File: src/rtl/util.vh
// rtl/util.vh - shared helper macros
`ifndef UTIL_VH
`define UTIL_VH

// Address width for a given count; never narrower than one bit.
`define CLOG2(x) (((x) <= 1) ? 1 : $clog2(x))

`endif

File: src/rtl/ram_1c_1r_1w.sv
// rtl/ram_1c_1r_1w.sv - single-clock RAM, one write port, one registered read port
`include "util.vh"

module ram_1c_1r_1w #(
    parameter int Width = 8,
    parameter int Depth = 32
) (
    input  logic                        clk,
    input  logic                        we,
    input  logic [`CLOG2(Depth)-1:0]    waddr,
    input  logic [Width-1:0]            wdata,
    input  logic [`CLOG2(Depth)-1:0]    raddr,
    output logic [Width-1:0]            rdata
);

    logic [Width-1:0] mem [Depth];

    // Write port plus one-cycle registered read; contents are never cleared.
    always_ff @(posedge clk) begin
        if (we) begin
            mem[waddr] <= wdata;
        end
        rdata <= mem[raddr];
    end

endmodule

File: src/rtl/ring_readout.sv
// rtl/ring_readout.sv - capture ring buffer dumped oldest-to-newest on request
`include "util.vh"

module ring_readout #(
    parameter int Width = 8,
    parameter int Depth = 32
) (
    input  logic             clk,
    input  logic             rst,
    input  logic [Width-1:0] din_data,
    input  logic             en,
    input  logic             start,
    output logic             busy,
    output logic [Width-1:0] dout_data,
    output logic             dout_valid,
    input  logic             dout_ready,
    output logic             dout_last
);

    localparam int AW = `CLOG2(Depth);
    localparam int FW = `CLOG2(Depth + 1);

    localparam logic [1:0] S_CAPTURE = 2'd0;
    localparam logic [1:0] S_PRIME   = 2'd1;
    localparam logic [1:0] S_DRAIN   = 2'd2;

    localparam logic [AW-1:0] LastAddr = AW'(Depth - 1);
    localparam logic [FW-1:0] FullCnt  = FW'(Depth);

    logic [1:0]    state;
    logic [AW-1:0] wr_addr;
    logic [AW-1:0] wr_addr_inc;
    logic [AW-1:0] post_wr_addr;
    logic [AW-1:0] rd_addr;
    logic [AW-1:0] rd_addr_inc;
    logic [AW-1:0] ram_raddr;
    logic [FW-1:0] fill;
    logic [FW-1:0] post_fill;
    logic [FW-1:0] remain;
    logic          ram_we;
    logic          xfer;

    assign ram_we      = (state == S_CAPTURE) && en;
    assign xfer        = dout_valid && dout_ready;
    assign wr_addr_inc = (wr_addr == LastAddr) ? '0 : wr_addr + AW'(1);
    assign rd_addr_inc = (rd_addr == LastAddr) ? '0 : rd_addr + AW'(1);

    // Look ahead one address on a transfer so the next sample is ready a cycle later;
    // during a stall the address holds and the registered read repeats the same word.
    assign ram_raddr = ((state == S_DRAIN) && xfer) ? rd_addr_inc : rd_addr;

    // Write pointer and fill as they will be after this cycle's capture, so a
    // write coinciding with start is part of the dump.
    always_comb begin
        post_wr_addr = wr_addr;
        post_fill    = fill;
        if (ram_we) begin
            post_wr_addr = wr_addr_inc;
            if (fill != FullCnt) begin
                post_fill = fill + FW'(1);
            end
        end
    end

    ram_1c_1r_1w #(
        .Width (Width),
        .Depth (Depth)
    ) u_ram (
        .clk   (clk),
        .we    (ram_we),
        .waddr (wr_addr),
        .wdata (din_data),
        .raddr (ram_raddr),
        .rdata (dout_data)
    );

    // Capture/prime/drain controller with registered status outputs.
    always_ff @(posedge clk) begin
        if (rst) begin
            state      <= S_CAPTURE;
            wr_addr    <= '0;
            fill       <= '0;
            rd_addr    <= '0;
            remain     <= '0;
            dout_valid <= 1'b0;
            dout_last  <= 1'b0;
            busy       <= 1'b0;
        end else begin
            case (state)
                S_CAPTURE: begin
                    wr_addr <= post_wr_addr;
                    fill    <= post_fill;
                    if (start && (post_fill != '0)) begin
                        state   <= S_PRIME;
                        busy    <= 1'b1;
                        remain  <= post_fill;
                        rd_addr <= (post_fill == FullCnt) ? post_wr_addr : '0;
                    end
                end
                S_PRIME: begin
                    state      <= S_DRAIN;
                    dout_valid <= 1'b1;
                    dout_last  <= (remain == FW'(1));
                end
                S_DRAIN: begin
                    if (xfer) begin
                        if (remain == FW'(1)) begin
                            state      <= S_CAPTURE;
                            busy       <= 1'b0;
                            dout_valid <= 1'b0;
                            dout_last  <= 1'b0;
                            fill       <= '0;
                            wr_addr    <= '0;
                            rd_addr    <= '0;
                            remain     <= '0;
                        end else begin
                            rd_addr   <= rd_addr_inc;
                            remain    <= remain - FW'(1);
                            dout_last <= (remain == FW'(2));
                        end
                    end
                end
                default: begin
                    state <= S_CAPTURE;
                end
            endcase
        end
    end

endmodule

File: config.mk
export PLATFORM = sky130hd
export DESIGN_NAME = ring_readout
export DESIGN_NICKNAME = d
export VERILOG_FILES = /design/src/rtl/ram_1c_1r_1w.sv /design/src/rtl/ring_readout.sv
export VERILOG_INCLUDE_DIRS = /design/src /design/src/rtl
export SDC_FILE = /design/constraint.sdc
export NUM_CORES = 1
export LEC_CHECK = 0
export BUFFER_PORTS_ARGS = -buffer_cell sky130_fd_sc_hd__buf_4
export CAP_MARGIN = 10
export CORE_ASPECT_RATIO = 1.1
export CORE_MARGIN = 1.5
export CORE_UTILIZATION = 28
export CTS_CLUSTER_DIAMETER = 80
export CTS_CLUSTER_SIZE = 24
export DETAILED_ROUTE_END_ITERATION = 8
export PLACE_DENSITY = 0.51
export SLEW_MARGIN = 20
export SYNTH_ARGS = -nofsm -noshare
export SYNTH_HDL_FRONTEND = slang
export SYNTH_SLANG_ARGS = --single-unit
File: constraint.sdc
create_clock -name clk -period 3.5 [get_ports clk]
set_input_delay 0.525 -clock clk [delete_from_list [all_inputs] [get_ports clk]]
set_output_delay 0.525 -clock clk [all_outputs]
set_load 0.01 [all_outputs]
==> results of run 1 <==
-- area by class of cell --
| type | count | area share |
|---|---|---|
| flip-flops and latches | 291 | 0.605 |
| multi-input cells | 667 | 0.263 |
| well taps | 574 | 0.0518 |
| repair buffers | 64 | 0.0392 |
| clock buffers | 26 | 0.0339 |
| clock inverters | 4 | 0.00406 |
| inverters | 10 | 0.00271 |
-- cells by family after synthesis --
| kind of cell | count (synthesis) |
|---|---|
| simple gates | 486 |
| flops | 291 |
| compound gates | 140 |
| buf+inv | 70 |
| mux | 21 |
| fa+ha+maj | 12 |
| xor+xnor | 8 |
-- layout by cell type, fill, tap and decap left out, drive strengths merged, types with 3 or more instances in the layout --
cell / synthesis / routed
or3b: 3 / 3
a31oi: 14 / 14
a22o: 5 / 5
mux2: 3 / 3
xor2: 4 / 4
a21oi: 48 / 48
nand2: 236 / 236
a2111oi: 5 / 5
a211oi: 5 / 5
edfxtp: 256 / 256
nor2b: 4 / 4
nand2b: 4 / 4
nand4b: 6 / 6
nand3: 67 / 67
clkbuf: 34 / 26
and2: 8 / 8
or3: 5 / 5
nor3: 11 / 11
nor2: 78 / 78
nand3b: 4 / 4
buf: 26 / 64
dfxtp: 35 / 35
inv: 10 / 13
xnor2: 4 / 4
a22oi: 8 / 8
a32oi: 7 / 7
mux4: 3 / 3
o211ai: 5 / 5
a41oi: 5 / 5
o21ai: 20 / 20
nand4: 44 / 44
ha: 12 / 12
and3: 9 / 9
mux2i: 15 / 15
-- registers in the layout, indices dropped and copies added, names as in the netlist --
name and count:
u_ram.mem 256, u_ram.rdata 8, fill 6, remain 6, rd_addr 5, wr_addr 5
state 2, busy 1, dout_last 1, dout_valid 1
-- final timing paths --
kind                    endpoint  slack, ns  startpoint  cells past startpoint
setup / recovery  u_ram.rdata[6]       0.25  rd_addr[0]                     10
hold / removal          state[0]       0.37       start                      3
setup reg to reg  u_ram.rdata[6]       0.25  rd_addr[0]                     10
hold reg to reg             busy       0.49        busy                      2
-- power groups by stage --
stage | combinational (mW) | sequential (mW) | clock [mW]
after floorplan | 0.899 | 4.03 | 0
after global placement | 1.56 | 4.04 | 0
after detailed placement | 1.57 | 4.04 | 0
after CTS | 1.57 | 3.96 | 2.21
after global routing | 1.71 | 3.97 | 2.30
final | 1.56 | 3.96 | 2.16
-- per-stage QoR --
step	hold slack, ns	setup slack [ns]	utilization	total power, mW
after floorplan	0.457	0.917	-	4.93
after global placement	0.474	0.268	0.307	5.60
after detailed placement	0.475	0.194	0.307	5.61
after CTS	0.352	0.181	0.319	7.74
after global routing	0.401	0.0415	0.320	7.98
final	0.374	0.252	0.320	7.67
-- worst max-delay path: stages, from the launching register on --
cell,delay [ns]
dfxtp_1,0.53
ha_1,0.30
and3_1,0.18
ha_1,0.33
nor2_1,0.15
mux2_8,0.50
and2_1,0.24
a2111oi_0,0.53
a31oi_1,0.10
nand4_1,0.12
nand4_1,0.12
-- metal layers --
metal / share of wire / up-vias / global-route usage
met1: 0.43 / 4141 / 0.196
met2: 0.50 / 224 / 0.258
met4: 0.026 / 0 / 0.0404
li1: - / 3833 / -
met3: 0.047 / 38 / 0.0175
met5: 0 / - / 0
==> results.py, run 1 <==
metrics = {
    "detailed_routing": {
        "wl_per_cell_um": 20.5,
        "drc": 0,
        "antenna_left": 0,
        "dr_total_vias": 8236,
        "routed_wl_um": 33600,
        "viasPerCell": 5.03,
        "drtIter0Drc": 663,
        "dr.pass1.iters": 5,
    },
    "logic_synthesis": {
        "synth_cell_type_count": 60,
        "ys_ff_latch": 291,
        "yosys_warnings": 0,
        "synth.largest_area_cell": "edfxtp_1",
        "seq_area_frac_synth": 0.682,
        "syn-cell-area_um2": 12300,
        "synthMostInstantiatedCell": "edfxtp_1",
        "yosys.area_share.adder": 0.0122,
        "synthArstFlopShare": 0,
        "ys_top_cells_by_area": "edfxtp_1 (63%), nand2_1 (7.2%), dfxtp_1 (5.7%)",
        "synth_edf_count": 256,
        "yosysTopAreaCellShare": 0.625,
        "synth_compound_area_frac": 0.0749,
        "synthMuxAreaShare": 0.0205,
        "synth_xor_area_frac": 0.00570,
        "syn_nets": 1053,
        "synth_common_cells": "edfxtp_1 (256), nand2_1 (236), nor2_1 (78)",
        "synthSimpleGateAreaFrac": 0.180,
        "synth_ff_type": "edfxtp_1",
        "synth_top_family_by_area": "simple AND/OR/NAND/NOR gates",
        "avgSynthCellArea_um2": 12.0,
        "postSynthCellCount": 1028,
    },
    "timing": {
        "tns_ns": 0,
        "post-route-min-period_ns": 3.25,
        "worstMarginPinSlew_ns": 0.978,
        "setup_violations": 0,
        "finalHoldViolCount": 0,
        "slew_headroom": 0.346,
        "slew_viol_final": 0,
        "fmax_mhz": 308,
        "rsz0062_at_grt": "false",
        "min_period_over_period": 0.928,
        "worst_clock_skew_ns": 0.0456,
    },
    "grt": {
        "grt_pass1_vias": 8073,
        "antenna_found_initial": 0,
        "grt_max_degree": 63,
        "grt.total_usage": 0.149,
        "grt-ovfl-total": 0,
        "grt_pass1_wl_um": 51100,
    },
    "worst_setup_path": {
        "cp-start-kind": "register",
        "critical_path_class": "register to register",
        "cp.arrival_ns": 3.64,
        "crit_required_ns": 3.89,
        "cp_max_fo": 62,
        "endpoint_kind": "register",
    },
    "floorplan": {
        "fp.dieW_um": 203,
        "die_area_um2": 45200,
        "pin_count": 24,
        "initial_core_util": 0.284,
        "rows": 80,
        "die_y_um": 223,
        "coreArea_um2": 43300,
    },
    "placement": {
        "dp_cells": 1606,
        "dpl_cell_area_um2": 13300,
        "gp_congestion": 0.836,
        "dp_hpwl_um": 21600,
        "numPortBuffers": 23,
    },
    "final_layout": {
        "instances_no_fill": 1636,
        "syn2layout_area_growth_pct": 12.7,
        "drive_gt1_frac": 0.0979,
        "fillers": 4369,
        "antenna_cells": 0,
        "final_nets": 1076,
        "multi_input_area_um2": 3640,
        "fin_area_um2": 13900,
        "seq_area_um2": 8390,
    },
    "pwr": {
        "power_frac_comb": 0.204,
        "p_seq_frac": 0.515,
        "power_frac_clock": 0.281,
        "power.density_nw_per_um2": 554,
        "vdd_drop_max_uv": 297,
        "p_leak_nw": 4.61,
        "power.switching_mw": 2.29,
        "p_sw_frac": 0.299,
        "p_int_mw": 5.38,
    },
    "cts": {
        "clock_latency_ns": 0.53,
        "cts_tree": "yes",
        "htree_levels": 1,
        "cts.sinks": 291,
        "post_cts.repair.setup_buffers": 0,
        "numCtsBuffers": 17,
        "ctsHoldBuffers": 0,
        "cts.path.max_buffers": 3,
        "cts-resized-gates": 0,
        "clock-root-buffer": "clkbuf_16",
        "clkTransAtPathRegs_ns": 0.10,
    },
    "status": {
        "status": "finished clean",
    },
    "min_path": {
        "hold_class": "primary input to register",
    },
    "flow_run": {
        "maxCapViolations": 0,
    },
}
Note: power is estimated with default switching activity, not from simulation.
==> run 2, diff against run 1 <==
- SYNTH_HIERARCHICAL: unset -> 1
==> results.py, run 2 <==
metrics = {
    "status": {
        "status": "finished clean",
    },
    "worst_setup_path": {
        "crit_slowest_cell": "mux4_2",
        "max_stage_delay_ns": 0.57,
        "cp_max_fo": 23,
        "critical_path_class": "register to register",
        "crit_required_ns": 3.94,
        "path_delay_family": "multiplexers",
        "cp.arrival_ns": 3.70,
        "path_cells": "ha_1 > and3_1 > ha_1 > nor2_1 > mux2_4 > buf_12 > mux4_2 > mux4_2 > mux2_2",
        "worst-path-buf-inv": 1,
        "cp-start-kind": "register",
        "endpoint_kind": "register",
    },
    "detailed_routing": {
        "wl_per_cell_um": 21.0,
        "drtIter0Drc": 430,
        "dr_total_vias": 6305,
        "drc": 0,
        "viasPerCell": 4.78,
        "antenna_left": 0,
        "dr.pass1.iters": 4,
        "routed_wl_um": 27700,
    },
    "final_layout": {
        "largest_reg_flops": 256,
        "final_util": 0.327,
        "syn2layout_area_growth_pct": 15.1,
        "fin_area_um2": 13800,
        "final_nets": 761,
        "instances_no_fill": 1319,
        "seq_area_um2": 8390,
        "multi_input_area_um2": 3400,
        "antenna_cells": 0,
        "mostFrequentLayoutCells": "edfxtp_1 (256), mux4_2 (80), buf_4 (68)",
        "mostFrequentLayoutCell": "edfxtp_1",
        "regMostFlops": "u_ram/mem",
        "largestRegisters": "u_ram/mem (256), u_ram/rdata (8)",
        "drive_gt1_frac": 0.279,
        "fillers": 4153,
    },
    "placement": {
        "pre_cts_slack_ns": 0.195,
        "numPortBuffers": 23,
        "gp_congestion": 0.787,
        "dp_cells": 1284,
        "dpl_cell_area_um2": 13200,
        "dp_hpwl_um": 17900,
    },
    "timing": {
        "slew_viol_final": 0,
        "setup_ws_ns": 0.240,
        "worstMarginPinSlew_ns": 1.05,
        "tns_ns": 0,
        "setup_violations": 0,
        "min_period_over_period": 0.931,
        "fin_hold_ws_ns": 0.330,
        "rsz0062_at_grt": "false",
        "finalHoldViolCount": 0,
        "fmax_mhz": 307,
        "slew_headroom": 0.298,
        "worst_clock_skew_ns": 0.0384,
        "post-route-min-period_ns": 3.26,
    },
    "cts": {
        "cts.path.max_buffers": 3,
        "clock_latency_ns": 0.54,
        "clkTransAtPathRegs_ns": 0.09,
        "ctsHoldBuffers": 0,
        "cts-resized-gates": 0,
        "numCtsBuffers": 20,
        "post_cts.repair.setup_buffers": 0,
        "cts.sinks": 291,
        "htree_levels": 1,
        "clock-root-buffer": "clkbuf_16",
        "cts_tree": "yes",
    },
    "min_path": {
        "hold_class": "primary input to register",
    },
    "logic_synthesis": {
        "yosys_warnings": 6,
        "postSynthCellCount": 681,
        "synth_edf_count": 256,
        "ys_top_cells_by_area": "edfxtp_1 (64%), mux4_2 (15%), dfxtp_1 (5.8%)",
        "seq_area_frac_synth": 0.698,
        "synth_ff_type": "edfxtp_1",
        "synth_common_cells": "edfxtp_1 (256), mux4_2 (80), nor2_1 (60)",
        "syn_nets": 703,
        "syn-cell-area_um2": 12000,
        "synthMostInstantiatedCell": "edfxtp_1",
        "avgSynthCellArea_um2": 17.6,
        "synthArstFlopShare": 0,
        "ys_ff_latch": 291,
        "synth_cell_type_count": 62,
        "synth.largest_area_cell": "edfxtp_1",
        "yosysTopAreaCellShare": 0.640,
    },
    "grt": {
        "grt_max_degree": 33,
        "grt_pass1_wl_um": 42000,
        "grt-ovfl-total": 0,
        "grt_pass1_vias": 6381,
        "grt.total_usage": 0.127,
        "antenna_found_initial": 0,
    },
    "floorplan": {
        "initial_core_util": 0.284,
        "die_y_um": 220,
        "coreArea_um2": 42300,
        "die_area_um2": 44200,
        "fp.dieW_um": 201,
        "rows": 79,
        "pin_count": 24,
    },
    "pwr": {
        "power.switching_mw": 1.90,
        "power_mw": 7.39,
        "p_int_mw": 5.49,
        "power_frac_clock": 0.334,
        "p_seq_frac": 0.531,
        "p_sw_frac": 0.257,
        "power.density_nw_per_um2": 534,
        "vdd_drop_max_uv": 373,
        "p_leak_nw": 4.29,
        "power_frac_comb": 0.135,
    },
    "flow_run": {
        "maxCapViolations": 0,
    },
}
==> run 2: cell families after synthesis <==
group / count (synthesis) / synth area share
buf+inv: 51 / 0.0201
simple gates: 154 / 0.0633
flops: 291 / 0.698
mux: 89 / 0.158
compound gates: 80 / 0.0452
fa+ha+maj: 9 / 0.00937
xor+xnor: 7 / 0.00573
==> run 2: layer usage <==
metal	vias to the layer above	share of wire	GRT usage	wire (µm)
met1	3283	0.46	0.176	12700
met4	0	0.017	0.0258	465
met3	26	0.039	0.0165	1090
met5	-	0	0	0
met2	141	0.49	0.215	13500
li1	2855	-	-	-
==> run 2: tightest hold or removal path, delay by kind of cell <==
family / cells / cell delay [ns]
simple gates: 2 / 0.15
buf+inv: 1 / 0.13
==> run 2: final cells by class <==
cell class | instances | area share
Multi-Input combinational cell | 339 | 0.246
Inverter | 14 | 0.00380
Timing Repair Buffer | 73 | 0.0441
Clock inverter | 11 | 0.0108
Tap cell | 567 | 0.0513
Clock buffer | 24 | 0.0380
Sequential cell | 291 | 0.606
==> run 2: final timing paths <==
check | slack (ns) | endpoint | depth (start not counted) | start
min | 0.33 | state[0] | 3 | start
max reg2reg | 0.24 | u_ram/rdata[5] | 9 | rd_addr[0]
max | 0.24 | u_ram/rdata[5] | 9 | rd_addr[0]
min reg2reg | 0.50 | remain[5] | 2 | remain[5]
==> run 2: power groups by stage <==
| stage | registers, mW | logic, mW | clock network [mW] |
|---|---|---|---|
| 2_1_floorplan | 4.00 | 0.643 | 0 |
| 3_3_place_gp | 4.00 | 1.01 | 0 |
| 3_5_place_dp | 4.00 | 1.02 | 0 |
| 4_1_cts | 3.92 | 1.02 | 2.55 |
| 5_1_grt | 3.93 | 1.08 | 2.66 |
| 6_report | 3.92 | 0.994 | 2.47 |
==> run 3, diff against run 2 <==
- CAP_MARGIN: 10 -> 15
- CELL_PAD_IN_SITES_DETAIL_PLACEMENT: unset -> 2
- CELL_PAD_IN_SITES_GLOBAL_PLACEMENT: unset -> 2
- PLACE_DENSITY: 0.51 -> 0.6
- SETUP_SLACK_MARGIN: unset -> 0.2
==> results.py, run 3 (same netlist as run 2, synthesis figures left out) <==
metrics = {
    "status": {
        "status": "finished clean",
    },
    "floorplan": {
        "die_y_um": 220,
        "pin_count": 24,
        "coreArea_um2": 42300,
        "initial_core_util": 0.284,
        "fp.dieW_um": 201,
        "die_area_um2": 44200,
        "rows": 79,
    },
    "detailed_routing": {
        "antenna_left": 0,
        "routed_wl_um": 31900,
        "viasPerCell": 4.93,
        "drc": 0,
        "dr.pass1.iters": 6,
        "wl_per_cell_um": 24.0,
        "dr_total_vias": 6541,
        "drtIter0Drc": 354,
    },
    "final_layout": {
        "mostFrequentLayoutCell": "edfxtp_1",
        "drive_gt1_frac": 0.289,
        "final_nets": 771,
        "syn2layout_area_growth_pct": 16.2,
        "largestRegisters": "u_ram/mem (256), u_ram/rdata (8)",
        "largest_reg_flops": 256,
        "mostFrequentLayoutCells": "edfxtp_1 (256), mux4_2 (80), buf_4 (74)",
        "regMostFlops": "u_ram/mem",
    },
    "worst_setup_path": {
        "worst-path-buf-inv": 2,
        "endpoint_kind": "register",
        "crit_required_ns": 3.92,
        "path_delay_family": "multiplexers",
        "critical_path_class": "register to register",
        "crit_slowest_cell": "mux4_2",
        "cp.arrival_ns": 3.59,
        "cp-start-kind": "register",
        "cp_max_fo": 9,
        "max_stage_delay_ns": 0.56,
        "path_cells": "ha_2 > and3_1 > ha_2 > nor2_4 > mux2_4 > buf_4 > buf_12 > mux4_2 > mux4_2 > mux2_2",
    },
    "cts": {
        "htree_levels": 1,
        "clock_latency_ns": 0.53,
        "clock-root-buffer": "clkbuf_16",
        "numCtsBuffers": 19,
        "cts_tree": "yes",
        "ctsHoldBuffers": 0,
        "cts.path.max_buffers": 3,
        "clkTransAtPathRegs_ns": 0.09,
        "cts.sinks": 291,
    },
    "flow_run": {
        "maxCapViolations": 0,
    },
    "timing": {
        "setup_violations": 0,
        "fmax_mhz": 315,
        "rsz0062_at_grt": "false",
        "worst_clock_skew_ns": 0.0296,
        "slew_headroom": 0.533,
        "worstMarginPinSlew_ns": 0.695,
        "post-route-min-period_ns": 3.17,
        "fin_hold_ws_ns": 0.364,
        "min_period_over_period": 0.907,
        "tns_ns": 0,
        "slew_viol_final": 0,
        "finalHoldViolCount": 0,
    },
    "pwr": {
        "vdd_drop_max_uv": 382,
        "p_leak_nw": 4.33,
        "power.density_nw_per_um2": 528,
    },
    "grt": {
        "grt_pass1_wl_um": 47200,
        "antenna_found_initial": 0,
        "grt-ovfl-total": 0,
        "grt_max_degree": 36,
        "grt_pass1_vias": 7117,
        "grt.total_usage": 0.144,
    },
    "min_path": {
        "hold_class": "primary input to register",
    },
    "placement": {
        "dp_hpwl_um": 20300,
        "numPortBuffers": 23,
        "gp_congestion": 0.721,
    },
}
run 3: what timing repair did:
action                     CTS  global route
cloned                       1             3
gates resized for setup      2             5
setup buffers                2             5
setup endpoints to repair    4             8
hold endpoints to repair     0             0
run 3: worst paths after layout:
path	depth (start not counted)	slack, ns	endpoint	startpoint
max	10	0.33	u_ram/rdata[3]	rd_addr[1]
min	3	0.36	state[0]	start
max reg2reg	10	0.33	u_ram/rdata[3]	rd_addr[1]
min reg2reg	2	0.51	remain[5]	remain[5]
run 3: metrics by stage:
stage / cell area [µm²] / total power, mW / instances / util / setup slack (ns)
detailed placement: 13200 / 5.04 / 1284 / 0.311 / 0.142
CTS: 13800 / 7.42 / 1317 / 0.326 / 0.187
floorplan: 12000 / 4.64 / 681 / - / 0.301
global placement: 13200 / 5.03 / 1284 / 0.311 / 0.170
global route: 14000 / 7.68 / 1325 / 0.330 / 0.192
finish: 14000 / 7.37 / 1327 / 0.330 / 0.326
run 3: final cells by class:
| class | instances | area [µm²] |
|---|---|---|
| fill | 4332 | 28300 |
| antenna | 2 | 5.00 |
| inverter | 14 | 52.6 |
| clock buffer | 23 | 490 |
| timing repair buffer | 84 | 786 |
| tap | 567 | 709 |
| sequential | 291 | 8390 |
| multi-input combinational | 339 | 3410 |
| clock inverter | 7 | 114 |
run 3: routing by layer:
| metal | global-route usage | vias to the layer above | wire [µm] |
|---|---|---|---|
| met5 | 0 | - | 0 |
| met4 | 0.0303 | 0 | 425 |
| met3 | 0.0161 | 22 | 1080 |
| met2 | 0.268 | 98 | 16800 |
| met1 | 0.182 | 3557 | 13600 |
| li1 | - | 2864 | - |
run 3: power by group:
part | switching (mW) | total, mW | internal (mW)
clock | 1.27 | 2.33 | 1.07
sequential | 0.0605 | 3.92 | 3.86
combinational | 0.575 | 1.12 | 0.540
total | 1.90 | 7.37 | 5.47
run 3: worst reg2reg max path: cells and delay by family (launching register included):
family        cells  cell delay [ns]
mux               4             1.64
buf+inv           2             0.29
fa+ha+maj         2             0.51
flops             1             0.39
simple gates      2             0.23
